File: src/rtl/seg_mod_pkg.sv
// rtl/seg_mod_pkg.sv - shared constants and state type for the BPSK segment mapper
package seg_mod_pkg;

    localparam logic [31:0] Q16_POS   = 32'h0001_0000;
    localparam logic [31:0] Q16_NEG   = 32'hFFFF_0000;
    localparam int          SEG_W     = 4;
    localparam logic [6:0]  LFSR_SEED = 7'h7F;

    typedef enum logic [1:0] {
        IDLE = 2'd0,
        LOAD = 2'd1,
        EMIT = 2'd2
    } state_t;

endpackage

File: src/rtl/seg_bpsk_lfsr.sv
// rtl/seg_bpsk_lfsr.sv - x^7+x^4+1 keystream generator with reload and step controls
module seg_bpsk_lfsr
    import seg_mod_pkg::*;
(
    input  logic clk,
    input  logic reset,
    input  logic reload,
    input  logic step,
    output logic ks
);

    logic [6:0] lfsr_q;

    assign ks = lfsr_q[6] ^ lfsr_q[3];

    always_ff @(posedge clk or posedge reset) begin
        if (reset) begin
            lfsr_q <= LFSR_SEED;
        end else if (reload) begin
            lfsr_q <= LFSR_SEED;
        end else if (step) begin
            lfsr_q <= {lfsr_q[5:0], ks};
        end
    end

endmodule

File: src/rtl/seg_bpsk_frame_sched.sv
// rtl/seg_bpsk_frame_sched.sv - collects NUM_SEG bits per frame and emits mapped Q16.16 BPSK symbols
// Optional bit scrambling is enabled by defining SEG_BPSK_SCRAMBLE_EN.
module seg_bpsk_frame_sched
    import seg_mod_pkg::*;
#(
    parameter int                 NUM_SEG  = 10,
    parameter int                 DATA_W   = 32,
    parameter logic [DATA_W-1:0]  POS_VAL  = Q16_POS,
    parameter logic [DATA_W-1:0]  NEG_VAL  = Q16_NEG,
    parameter logic [NUM_SEG-1:0] POL_MASK = 10'b00_0010_0110
) (
    input  logic              clk,
    input  logic              reset,
    input  logic              start,
    output logic              busy,
    output logic              done,
    input  logic              in_valid,
    output logic              in_ready,
    input  logic              in_bit,
    output logic              out_valid,
    input  logic              out_ready,
    output logic [DATA_W-1:0] out_data,
    output logic [SEG_W-1:0]  out_seg,
    output logic              out_last,
    output logic [15:0]       frame_cnt
);

    localparam logic [SEG_W-1:0] LAST_SEG = SEG_W'(NUM_SEG - 1);

    state_t              state_q, state_d;
    logic [NUM_SEG-1:0]  bits_q, bits_d;
    logic [SEG_W-1:0]    cnt_q, cnt_d;
    logic [SEG_W-1:0]    seg_nxt;
    logic                busy_d, done_d, in_ready_d;
    logic                out_valid_d, out_last_d;
    logic [DATA_W-1:0]   out_data_d;
    logic [SEG_W-1:0]    out_seg_d;
    logic [15:0]         frame_cnt_d;
    logic                ks;

    function automatic logic [DATA_W-1:0] map_sym(input logic [NUM_SEG-1:0] bits,
                                                  input logic [SEG_W-1:0]   idx);
        return (bits[idx] ^ POL_MASK[idx]) ? POS_VAL : NEG_VAL;
    endfunction

`ifdef SEG_BPSK_SCRAMBLE_EN
    logic lfsr_reload;
    logic lfsr_step;

    // Reseeding on every accepted start makes each frame's keystream identical.
    assign lfsr_reload = (state_q == IDLE) && start && !done;
    assign lfsr_step   = (state_q == LOAD) && in_valid && in_ready;

    seg_bpsk_lfsr u_lfsr (
        .clk    (clk),
        .reset  (reset),
        .reload (lfsr_reload),
        .step   (lfsr_step),
        .ks     (ks)
    );
`else
    assign ks = 1'b0;
`endif

    always_ff @(posedge clk or posedge reset) begin
        if (reset) begin
            state_q   <= IDLE;
            bits_q    <= '0;
            cnt_q     <= '0;
            busy      <= 1'b0;
            done      <= 1'b0;
            in_ready  <= 1'b0;
            out_valid <= 1'b0;
            out_data  <= '0;
            out_seg   <= '0;
            out_last  <= 1'b0;
            frame_cnt <= '0;
        end else begin
            state_q   <= state_d;
            bits_q    <= bits_d;
            cnt_q     <= cnt_d;
            busy      <= busy_d;
            done      <= done_d;
            in_ready  <= in_ready_d;
            out_valid <= out_valid_d;
            out_data  <= out_data_d;
            out_seg   <= out_seg_d;
            out_last  <= out_last_d;
            frame_cnt <= frame_cnt_d;
        end
    end

    always_comb begin
        state_d     = state_q;
        bits_d      = bits_q;
        cnt_d       = cnt_q;
        busy_d      = busy;
        done_d      = 1'b0;
        in_ready_d  = in_ready;
        out_valid_d = out_valid;
        out_data_d  = out_data;
        out_seg_d   = out_seg;
        out_last_d  = out_last;
        frame_cnt_d = frame_cnt;
        seg_nxt     = out_seg + SEG_W'(1);

        unique case (state_q)
            IDLE: begin
                // The done cycle itself does not accept start, giving the 2-cycle frame gap.
                if (start && !done) begin
                    state_d    = LOAD;
                    busy_d     = 1'b1;
                    in_ready_d = 1'b1;
                    cnt_d      = '0;
                end
            end
            LOAD: begin
                if (in_valid && in_ready) begin
                    bits_d[cnt_q] = in_bit ^ ks;
                    cnt_d         = cnt_q + SEG_W'(1);
                    if (cnt_q == LAST_SEG) begin
                        state_d     = EMIT;
                        in_ready_d  = 1'b0;
                        out_valid_d = 1'b1;
                        out_seg_d   = '0;
                        out_last_d  = 1'b0;
                        out_data_d  = map_sym(bits_d, '0);
                    end
                end
            end
            EMIT: begin
                if (out_ready) begin
                    if (out_last) begin
                        state_d     = IDLE;
                        busy_d      = 1'b0;
                        done_d      = 1'b1;
                        out_valid_d = 1'b0;
                        out_last_d  = 1'b0;
                        out_seg_d   = '0;
                        out_data_d  = '0;
                        frame_cnt_d = frame_cnt + 16'd1;
                    end else begin
                        out_seg_d  = seg_nxt;
                        out_data_d = map_sym(bits_q, seg_nxt);
                        out_last_d = (seg_nxt == LAST_SEG);
                    end
                end
            end
            default: begin
                state_d = IDLE;
            end
        endcase
    end

endmodule

File: config.mk
export PLATFORM = sky130hd
export DESIGN_NAME = seg_bpsk_frame_sched
export DESIGN_NICKNAME = d
export VERILOG_FILES = /design/src/rtl/seg_mod_pkg.sv /design/src/rtl/seg_bpsk_lfsr.sv /design/src/rtl/seg_bpsk_frame_sched.sv
export SDC_FILE = /design/constraint.sdc
export NUM_CORES = 1
export LEC_CHECK = 0
export BUFFER_PORTS_ARGS = -buffer_cell sky130_fd_sc_hd__buf_2
export CAP_MARGIN = 20
export CORE_MARGIN = 1.5
export CORE_UTILIZATION = 25
export CTS_BUF_LIST = sky130_fd_sc_hd__clkbuf_8
export DETAILED_ROUTE_END_ITERATION = 10
export GPL_ROUTABILITY_DRIVEN = 0
export GPL_TIMING_DRIVEN = 0
export HOLD_SLACK_MARGIN = 0.12
export SYNTH_ARGS = -nofsm -noshare
export SYNTH_HDL_FRONTEND = slang
export SYNTH_SLANG_ARGS = --single-unit
File: constraint.sdc
create_clock -name clk -period 3.57 [get_ports clk]
set_input_delay 1.071 -clock clk [delete_from_list [all_inputs] [get_ports clk]]
set_output_delay 1.071 -clock clk [all_outputs]
set_load 0.01 [all_outputs]
==> metrics <==
CP max FO 16; Synth async-reset ratio 100%; HPWL after DPL 3490 um; final wirelength 4560 um; FP Rows 35; Worst setup SP type flop; synthesis-stage register bit count 43; status finished, final reports clean; IR drop worst, VDD 0.226 mV; Int Power 1140 uW; Syn Std Cell Area 2350 um^2; DR pass1 iterations 4; Final Hold Vio Count 0; vias in the first global route 1533; Final ANT Viol Nets 0; Tmin final 2.28 ns; die width 99.9 um; RSZ-0062 raised after global routing no; IO Pins 63; Seq. cell area 1080 um^2; switching share of total power 33.7%; routed len/inst 11.2 um; setup bufs post-CTS 0; Slew Viols, Final 0; TritonCTS clock tree yes; share of cells above drive strength 1 34.9%; footprint of the multi-input gates 1060 um^2; via count 1685; combinational group share of total power 37.5%; largest net degree at the start of global routing 33; Synth top area share 45.8%; CP Class flop to output port; Finished Layout Cells 406; sequential fraction of the synthesis area 45.8%; Hold Crit Class flop to flop; total die area 9980 um^2; Inst Count DP 399; Design Power 1720 uW; H-Tree Depth 2; Commonest cells post-synth 43 x dfrtp_1, 30 x buf_4, 25 x nand2_1, 19 x nor2_1, 12 x xnor2_1; buffer depth of the longest clock path 2; post-synthesis area per instance 10.4 um^2; Psw 581 uW; IO Port Bufs 46; Setup TNS 0 ns; Core ar. 9150 um^2; Initial Util 25.7%; via/cell ratio 4.15; worst skew pair latency 0.30 ns; Die Height 99.9 um; Synth Flop Type dfrtp_1; setup ws final 1.29 ns; Setup WS pre-CTS 1.30 ns; largest area contributor in the netlist dfrtp_1; Seq pwr share 41.2%; Leak 0.00152 uW; EDFF count, synth 0; Post-CTS Hold Buffers 0; final critical-path share of the clock period 63.7%; Num CTS Buffers 5; GR Overflow Total 0; ANT cells 0; post-cts repair resize count 0; most numerous cell in the Yosys netlist dfrtp_1; DRC violations left 0; headroom to the max-slew limit 62.3%; Synth Instances 226; upper clock frequency limit 440 MHz; Power Density 594 nW/um^2; max-cap violation count 0; fill count 959; dominant cells by area after synthesis dfrtp_1 46%, buf_4 9.6%, mux2_2 5.3%; global-route wire length before repair 7470 um; Sink Count 43; Clock Skews 0.00915 ns; drt initial violations 85; Required @ worst endpoint 2.50 ns; Clk pwr share 21.3%; Syn-to-layout area delta 23.3%; clock slew at reported path FFs 0.08 ns; Synth cell types 44; All-Layer GR Usage 9.42%; Final Util 31.6%; initial antenna violation count 0; Worst-Margin Slew 0.561 ns; crit path capture type output port; root buffer cell clkbuf_8; Ys Warns 0; CP arrival 1.20 ns; # nets final 308; Setup Viol. Count Final 0
-- kinds of logic (layout without fill, tap and decap cells) --
kind of cell    Yosys count  count (layout)  share of synthesized area [%]
compound gates           21              21                           5.86
mux                      15              15                           6.98
fa+ha+maj                 7               7                           3.73
xor+xnor                 21              21                           7.83
buf+inv                  40              94                           11.2
flops                    43              43                           45.8
other cells               1              16                          0.160
simple gates             78              78                           18.4
-- per-layer routing --
| metal | vias up | share of wire, % | GRT usage (%) |
|---|---|---|---|
| met5 | - | 0 | 0 |
| met4 | 0 | 1.1 | 2.93 |
| met3 | 6 | 6.5 | 2.58 |
| met2 | 53 | 42 | 13.7 |
| met1 | 772 | 51 | 13.6 |
| li1 | 854 | - | - |
-- flip-flops by register name (all words and copies together), names as in the netlist --
signal	cells
busy	1
in_ready	1
cnt_q	4
out_seg	4
done	1
out_last	1
out_data	2
bits_q	10
state_q	2
out_valid	1
frame_cnt	16
-- through the flow --
stage          hold slack (ns)  cell area, um^2
6_report                 0.484             2900
5_1_grt                  0.518             2900
4_1_cts                  0.489             2900
3_5_place_dp             0.477             2790
3_3_place_gp             0.472             2770
2_1_floorplan            0.479             2400
-- critical path: stages, from the launching register on --
cell,delay (ns)
dfrtp_1,0.61
buf_4,0.18
buf_2,0.12
-- cell usage in the layout, fill, tap and decap left out, types with 2 or more instances in the layout --
cell type / Yosys / layout
inv_1: 7 / 7
nor3b_1: 2 / 2
nor2_1: 19 / 19
conb_1: 1 / 16
nand3_1: 5 / 5
o21ai_0: 6 / 6
mux2i_1: 4 / 4
and4b_1: 2 / 2
nand2b_1: 2 / 2
xor2_1: 9 / 9
buf_4: 30 / 30
mux2_2: 11 / 11
buf_2: 1 / 47
clkbuf_1: 2 / 2
a21o_1: 3 / 3
clkbuf_8: 0 / 5
a21oi_1: 3 / 3
ha_1: 7 / 7
dfrtp_1: 43 / 43
xnor2_1: 12 / 12
o211ai_1: 3 / 3
nand2_1: 25 / 25
nand4_1: 7 / 7
-- path summary, 6_finish.rpt --
path,startpoint,endpoint,slack (ns),cells after the start
worst max-delay path,out_data[30],out_data[19],1.29,2
worst min-delay path,frame_cnt[15],frame_cnt[15],0.48,1
worst max register to register,out_seg[0],out_data[30],1.48,8
worst min register to register,frame_cnt[15],frame_cnt[15],0.48,1
max in group asynchronous,reset,in_ready,2.40,3
min in group asynchronous,reset,out_seg[3],0.70,2
-- final cells by class --
type,count,area share [%]
clock inverter,2,1.17
sequential,43,37.1
tap,111,4.79
inverter,7,0.907
multi-input combinational,158,36.8
buffer,33,8.21
timing repair buffer,47,8.64
clock buffer,5,2.38
-- power by group through the flow --
stage,Sequential [uW],Clock [uW],Combinational (uW)
6_report,710,367,645
2_1_floorplan,712,0,471
4_1_cts,712,381,652
3_5_place_dp,721,0,650
3_3_place_gp,717,0,636
5_1_grt,732,397,717
Power figures use the tool's default switching activity.
